`config.mk`:
```
export PLATFORM = sky130hd
export DESIGN_NAME = tohost_monitor
export DESIGN_NICKNAME = d
export VERILOG_FILES = /design/src/rtl/tohost_monitor_pkg.sv /design/src/rtl/period_toggle.sv /design/src/rtl/tohost_monitor.sv
export SDC_FILE = /design/constraint.sdc
export NUM_CORES = 1
export LEC_CHECK = 0
export ABC_AREA = 0
export CAP_MARGIN = 20
export CELL_PAD_IN_SITES_DETAIL_PLACEMENT = 1
export CELL_PAD_IN_SITES_GLOBAL_PLACEMENT = 1
export CORE_AREA = 2 2 143 145
export DETAILED_ROUTE_END_ITERATION = 10
export DIE_AREA = 0 0 145 147
export HOLD_SLACK_MARGIN = 0.08
export PLACE_DENSITY_LB_ADDON = 0.15
export SYNTH_ARGS = -nofsm -noshare
export SYNTH_HDL_FRONTEND = slang
export SYNTH_HIERARCHICAL = 1
export SYNTH_SLANG_ARGS = --single-unit
```
`constraint.sdc`:
```
create_clock -name CLK -period 5 [get_ports CLK]
set_input_delay 1 -clock CLK [delete_from_list [all_inputs] [get_ports CLK]]
set_output_delay 1 -clock CLK [all_outputs]
set_load 0.02 [all_outputs]
```
`src/rtl/tohost_monitor_pkg.sv`:
```
// Shared definitions for the tohost completion monitor.
// Holds the monitor state encoding and the default constants used by
// tohost_monitor and its display-phase timer period_toggle.
package tohost_monitor_pkg;

   // RUN: counting cycles, SETTLE: filtering a candidate, DONE: result latched
   typedef enum logic [1:0] {
      RUN    = 2'd0,
      SETTLE = 2'd1,
      DONE   = 2'd2
   } mon_state_t;

   // tohost value that means the test passed
   localparam logic [31:0] PASS_CODE_DEFAULT = 32'h0000_0001;

   // cycle counter sticks here instead of wrapping
   localparam logic [31:0] CYCLES_SAT = 32'hFFFF_FFFF;

   // two seconds per display phase at 25 MHz
   localparam int unsigned TOGGLE_CYCLES_DEFAULT = 50_000_000;

endpackage

```
`src/rtl/period_toggle.sv`:
```
// Display phase timer for the tohost monitor.
// While enabled, counts PERIOD clocks per phase and flips show_o at the end
// of each phase. While disabled, or in reset, it sits at count 0, show_o 0,
// so every enable starts with a full phase of show_o=0.
// Ports:
//    clk_i   core clock
//    rst_i   asynchronous active-high reset
//    en_i    count enable (monitor is in DONE)
//    show_o  current phase, 1 = cycle count is on the display
module period_toggle
   import tohost_monitor_pkg::*;
#(
   parameter int unsigned PERIOD = TOGGLE_CYCLES_DEFAULT
) (
   input  logic clk_i,
   input  logic rst_i,
   input  logic en_i,
   output logic show_o
);

   // PERIOD of 1 still needs a one-bit counter that stays at 0
   localparam int unsigned TW = (PERIOD > 1) ? $clog2(PERIOD) : 1;
   localparam logic [TW-1:0] TLAST = TW'(PERIOD - 1);
   localparam logic [TW-1:0] TONE = TW'(1);

   logic [TW-1:0] tcnt_q;
   logic          show_q;

   // Phase counter: clears whenever the monitor is not in DONE, then wraps
   // at PERIOD-1 and flips the phase on each wrap
   always_ff @(posedge clk_i or posedge rst_i) begin
      if (rst_i) begin
         tcnt_q <= '0;
         show_q <= 1'b0;
      end else if (!en_i) begin
         tcnt_q <= '0;
         show_q <= 1'b0;
      end else if (tcnt_q == TLAST) begin
         tcnt_q <= '0;
         show_q <= ~show_q;
      end else begin
         tcnt_q <= tcnt_q + TONE;
      end
   end

   assign show_o = show_q;

endmodule

```
`src/rtl/tohost_monitor.sv`:
```
// Test-completion monitor between the core's tohost output and the
// seven-segment display driver.
// Counts core cycles from reset release until tohost goes nonzero, requires
// the nonzero value to be seen STABLE_CYCLES times in a row before accepting
// it, then latches the result until reset and alternates the display word
// between the result and the cycle count.
// Ports:
//    CLK          core clock
//    RST          asynchronous active-high reset
//    tohost       raw tohost word from the core
//    check        display word (0 until a result is latched)
//    done         result latched, sticky until reset
//    pass         done and result equals PASS_CODE
//    fail         done and result differs from PASS_CODE
//    test_num     result[31:1] on fail, else 0
//    show_cycles  1 while check shows the cycle count
module tohost_monitor
   import tohost_monitor_pkg::*;
#(
   parameter int unsigned STABLE_CYCLES = 4,
   parameter int unsigned TOGGLE_CYCLES = TOGGLE_CYCLES_DEFAULT,
   parameter logic [31:0] PASS_CODE     = PASS_CODE_DEFAULT
) (
   input  logic        CLK,
   input  logic        RST,
   input  logic [31:0] tohost,
   output logic [31:0] check,
   output logic        done,
   output logic        pass,
   output logic        fail,
   output logic [30:0] test_num,
   output logic        show_cycles
);

   // scnt never needs to hold more than STABLE_CYCLES-1, but is set to 1
   localparam int unsigned SW = (STABLE_CYCLES > 1) ? $clog2(STABLE_CYCLES) : 1;
   localparam logic [SW-1:0] SLAST = SW'(STABLE_CYCLES - 1);
   localparam logic [SW-1:0] SONE = SW'(1);

   mon_state_t    state_q;
   logic [31:0]   cycles_q;
   logic [31:0]   cycles_d;
   logic [31:0]   cand_q;
   logic [SW-1:0] scnt_q;
   logic [31:0]   result_q;
   logic          show_q;

   // Saturating increment so a hung test still shows all ones, not a wrapped value
   always_comb begin
      cycles_d = (cycles_q == CYCLES_SAT) ? cycles_q : cycles_q + 32'd1;
   end

   // Monitor FSM. Cycles only advance in RUN with tohost idle, so a rejected
   // glitch resumes the count from where it stopped. Any new nonzero value
   // restarts the stability count with that value as the candidate.
   always_ff @(posedge CLK or posedge RST) begin
      if (RST) begin
         state_q  <= RUN;
         cycles_q <= '0;
         cand_q   <= '0;
         scnt_q   <= '0;
         result_q <= '0;
      end else begin
         unique case (state_q)
            RUN: begin
               if (tohost == 32'd0) begin
                  cycles_q <= cycles_d;
               end else begin
                  cand_q <= tohost;
                  scnt_q <= SONE;
                  if (STABLE_CYCLES == 1) begin
                     result_q <= tohost;
                     state_q  <= DONE;
                  end else begin
                     state_q <= SETTLE;
                  end
               end
            end
            SETTLE: begin
               if (tohost == cand_q) begin
                  if (scnt_q == SLAST) begin
                     result_q <= cand_q;
                     state_q  <= DONE;
                  end else begin
                     scnt_q <= scnt_q + SONE;
                  end
               end else if (tohost == 32'd0) begin
                  scnt_q  <= '0;
                  state_q <= RUN;
               end else begin
                  cand_q <= tohost;
                  scnt_q <= SONE;
               end
            end
            DONE: begin
            end
            default: begin
               state_q <= RUN;
            end
         endcase
      end
   end

   period_toggle #(
      .PERIOD (TOGGLE_CYCLES)
   ) u_toggle (
      .clk_i  (CLK),
      .rst_i  (RST),
      .en_i   (state_q == DONE),
      .show_o (show_q)
   );

   // Outputs are pure decode of registered state; tohost never reaches them directly
   assign done        = (state_q == DONE);
   assign pass        = done && (result_q == PASS_CODE);
   assign fail        = done && (result_q != PASS_CODE);
   assign test_num    = fail ? result_q[31:1] : 31'd0;
   assign show_cycles = show_q;
   assign check       = done ? (show_q ? cycles_q : result_q) : 32'd0;

endmodule

```
==> metrics.csv <==
stage,metric,value,unit
outcome,status,"finished, final reports clean",
synthesis,syn_area_per_cell,11.0,um^2
timing,slew_viol_final,0,
setup_path,arrival,2840,ps
synthesis,synth_top_area_cell,dfrtp_1,
drt,wl,19.7,mm
synthesis,ys_seq_area_frac,0.464,
setup_path,cp-startpoint,result_q[16]$_DFFE_PP0P_,
cts,path_clk_slew,60,ps
setup_path,critPathKind,flip-flop to primary output,
synthesis,async_flop_share,1.00,
floorplan,io_pins,101,
floorplan,die_h,147,um
power,p_total,0.00255,W
finish,nFillCells,2131,
hold_path,min-delay-path-class,flip-flop to flip-flop,
synthesis,synth_adder_area_share,0.00549,
drt,drt_first_pass_iters,5,
grt,grt_pass1_wl,31.9,mm
cts,clock_latency,410,ps
drt,antenna_left,0,
drt,vias,5235,
grt,overflow,0,
grt,antenna_found_initial,0,
timing,holdWs,486,ps
synthesis,synthXorXnorAreaFrac,0.0986,
drt,wl_per_cell,19.6,um
timing,rsz0062_at_grt,no,
synthesis,synth-simple-area-share,0.213,
synthesis,ys_ff_latch,127,
timing,timing.setup.tns,0,ps
synthesis,synthFlopType,dfrtp_1,
floorplan,die-area,0.0213,mm^2
setup_path,r2r-start,cand_q[6]$_DFFE_PP0P_,
synthesis,synth_top_family_by_area,simple AND/OR/NAND/NOR gates,
power,p_leak,3.45,nW
synthesis,syn_inst,624,
placed_design,port_buffers,100,
setup_path,cp-start-kind,flip-flop,
synthesis,synth_nets,661,
timing,finClkSkew,9.53,ps
timing,period_share,0.768,
timing,clock.fmax,260,MHz
synthesis,synth-compound-area-share,0.0322,
timing,hold_viol_final,0,
synthesis,netlist.area_leader.share,0.464,
setup_path,end_kind,primary output,
synthesis,synth_edf_count,0,
timing,final.min_clock_period,3840,ps
hold_path,hp-start,u_toggle/tcnt_q[0]$_DFF_PP0_,
drt,vias_per_cell,5.19,
synthesis,synthTopCellsByArea,"dfrtp_1 46%, mux2_2 9.9%, xor2_1 5.4%",
setup_path,cp.required,4000,ps
timing,worst_pin_slew,1010,ps
synthesis,yosysUniqueCellTypes,55,
grt,grtUsageTotal,0.191,
cts,cts.htree.levels,4,
placed_design,place_hpwl,14.7,mm
synthesis,synth_mux_area_frac,0.157,
finish,nets,762,
timing,finalSetupViolations,0,
floorplan,core_region_area,0.0198,mm^2
floorplan,dieWidth,145,um
finish,drive_gt1_frac,0.171,
power,powerDensity,291,mW/mm^2
cts,root_buffer,clkbuf_16,
cts,numClockSinks,127,
synthesis,synth_area,0.00684,mm^2
cts,cts_buffer_depth,2,
timing,max_slew_margin,0.328,
cts,cts-buffers-inserted,17,
cts,hold_buffers,0,
finish,diodes,0,
power,ir_drop,0.217,mV
synthesis,yosysWarnings,6,
cts,cts_resized,0,
setup_path,critPathMaxFanout,17,
placed_design,routabilityCongestion,0.799,
cts,cts_tree,done,
finish,final_util,0.442,
drt,drtIter0Drc,185,
grt,grt_pass1_vias,5759,
cts,cts_setup_buffers,0,
floorplan,num_rows,52,
grt,grt_max_degree,38,
drt,drc,0,
floorplan,start_util,0.345,
run,maxCapViolations,0,
finish,area_growth_syn_to_layout,28.2,%
-- where the power goes --
part	total, W	internal, W	switching (W)
logic	0.000100	0.0000480	0.0000523
registers	0.00106	0.00104	0.0000163
clock network	0.00139	0.000915	0.000479
-- cells in the mapped netlist (7+ instances only) --
master      n
mux2_2     60
dfrtp_1   127
and2_1     34
clkbuf_1   10
xor2_1     42
and3_1      8
nand4_1    21
mux2i_1    33
buf_2       7
nor3_1     11
nand2_1    19
xnor2_1    35
nor2_1     64
nand3_1    26
nor4_1     26
inv_1       9
or3_1       8
-- cell usage in the layout, fill, tap and decap left out, types with 3 or more instances in the layout --
master,count
and4_1,3
nor2_1,63
clkinv_4,4
o21ai_0,6
nor3_1,11
mux2_2,60
ha_1,3
clkbuf_16,17
nand3_1,26
nand2b_1,4
a21oi_1,6
o31ai_1,6
bufinv_16,5
and3_1,8
inv_1,8
xnor2_1,35
a21oi_2,4
nand2_1,19
nor4b_1,3
and2_1,34
or3_1,8
dfrtp_1,126
or4_1,5
mux2_1,6
mux2i_1,33
nand4_1,21
clkdlybuf4s50_1,100
buf_4,6
nor4_1,26
xor2_1,42
-- logic make-up after synthesis --
| logic type | count (synthesis) |
|---|---|
| AND/OR/NAND/NOR | 254 |
| AO/OA/AOI/OAI | 29 |
| adder cells (fa/ha/maj) | 3 |
| flip-flops | 127 |
| multiplexers | 99 |
| XOR/XNOR | 77 |
| buffers and inverters | 35 |
-- worst max-delay path, cell delays in order (launching register included) --
cell and delay [ps]:
dfrtp_1 530, nor4_1 110, nand4_1 160, nor2_1 70, nor2_2 520, buf_8 240
and2_1 170, clkdlybuf4s50_1 610
-- sequential cells by signal (all words and copies together) (netlist names) --
name	flops
state_q	2
u_toggle/show_o	1
u_toggle/tcnt_q	26
cycles_q	32
result_q	32
cand_q	32
scnt_q	2
-- final cells by class --
class | count | area (um^2) | share of cell area
Clock buffer | 20 | 457 | 0.0521
Clock inverter | 12 | 206 | 0.0235
Inverter | 9 | 36.3 | 0.00414
Multi-Input combinational cell | 462 | 3470 | 0.395
Sequential cell | 127 | 3180 | 0.362
Tap cell | 270 | 338 | 0.0385
Timing Repair Buffer | 108 | 1090 | 0.124
-- final timing paths --
path,endpoint,slack [ps],cells past startpoint
worst max-delay path,test_num[16],1160,7
worst min-delay path,u_toggle/tcnt_q[0]$_DFF_PP0_,490,1
worst max register to register,result_q[10]$_DFFE_PP0P_,1930,7
worst min register to register,u_toggle/tcnt_q[0]$_DFF_PP0_,490,1
max in group asynchronous,state_q[0]$_DFFE_PP0P_,3120,3
min in group asynchronous,u_toggle/tcnt_q[15]$_DFF_PP0_,930,2
-- per-layer routing --
layer | GRT usage | routed length [um]
met1 | 0.246 | 8900
met4 | 0.0688 | 412
met3 | 0.0348 | 529
met2 | 0.325 | 9880
met5 | 0 | 0
-- metrics by stage --
step	instance area [um^2]	worst slack (ps)	cells
final	8770	1160	1008
after global routing	8770	1020	1008
after CTS	8740	1120	1007
after detailed placement	8080	838	975
after global placement	8070	875	974
after floorplan	6840	1380	624
Note: power is estimated with default switching activity, not from simulation.
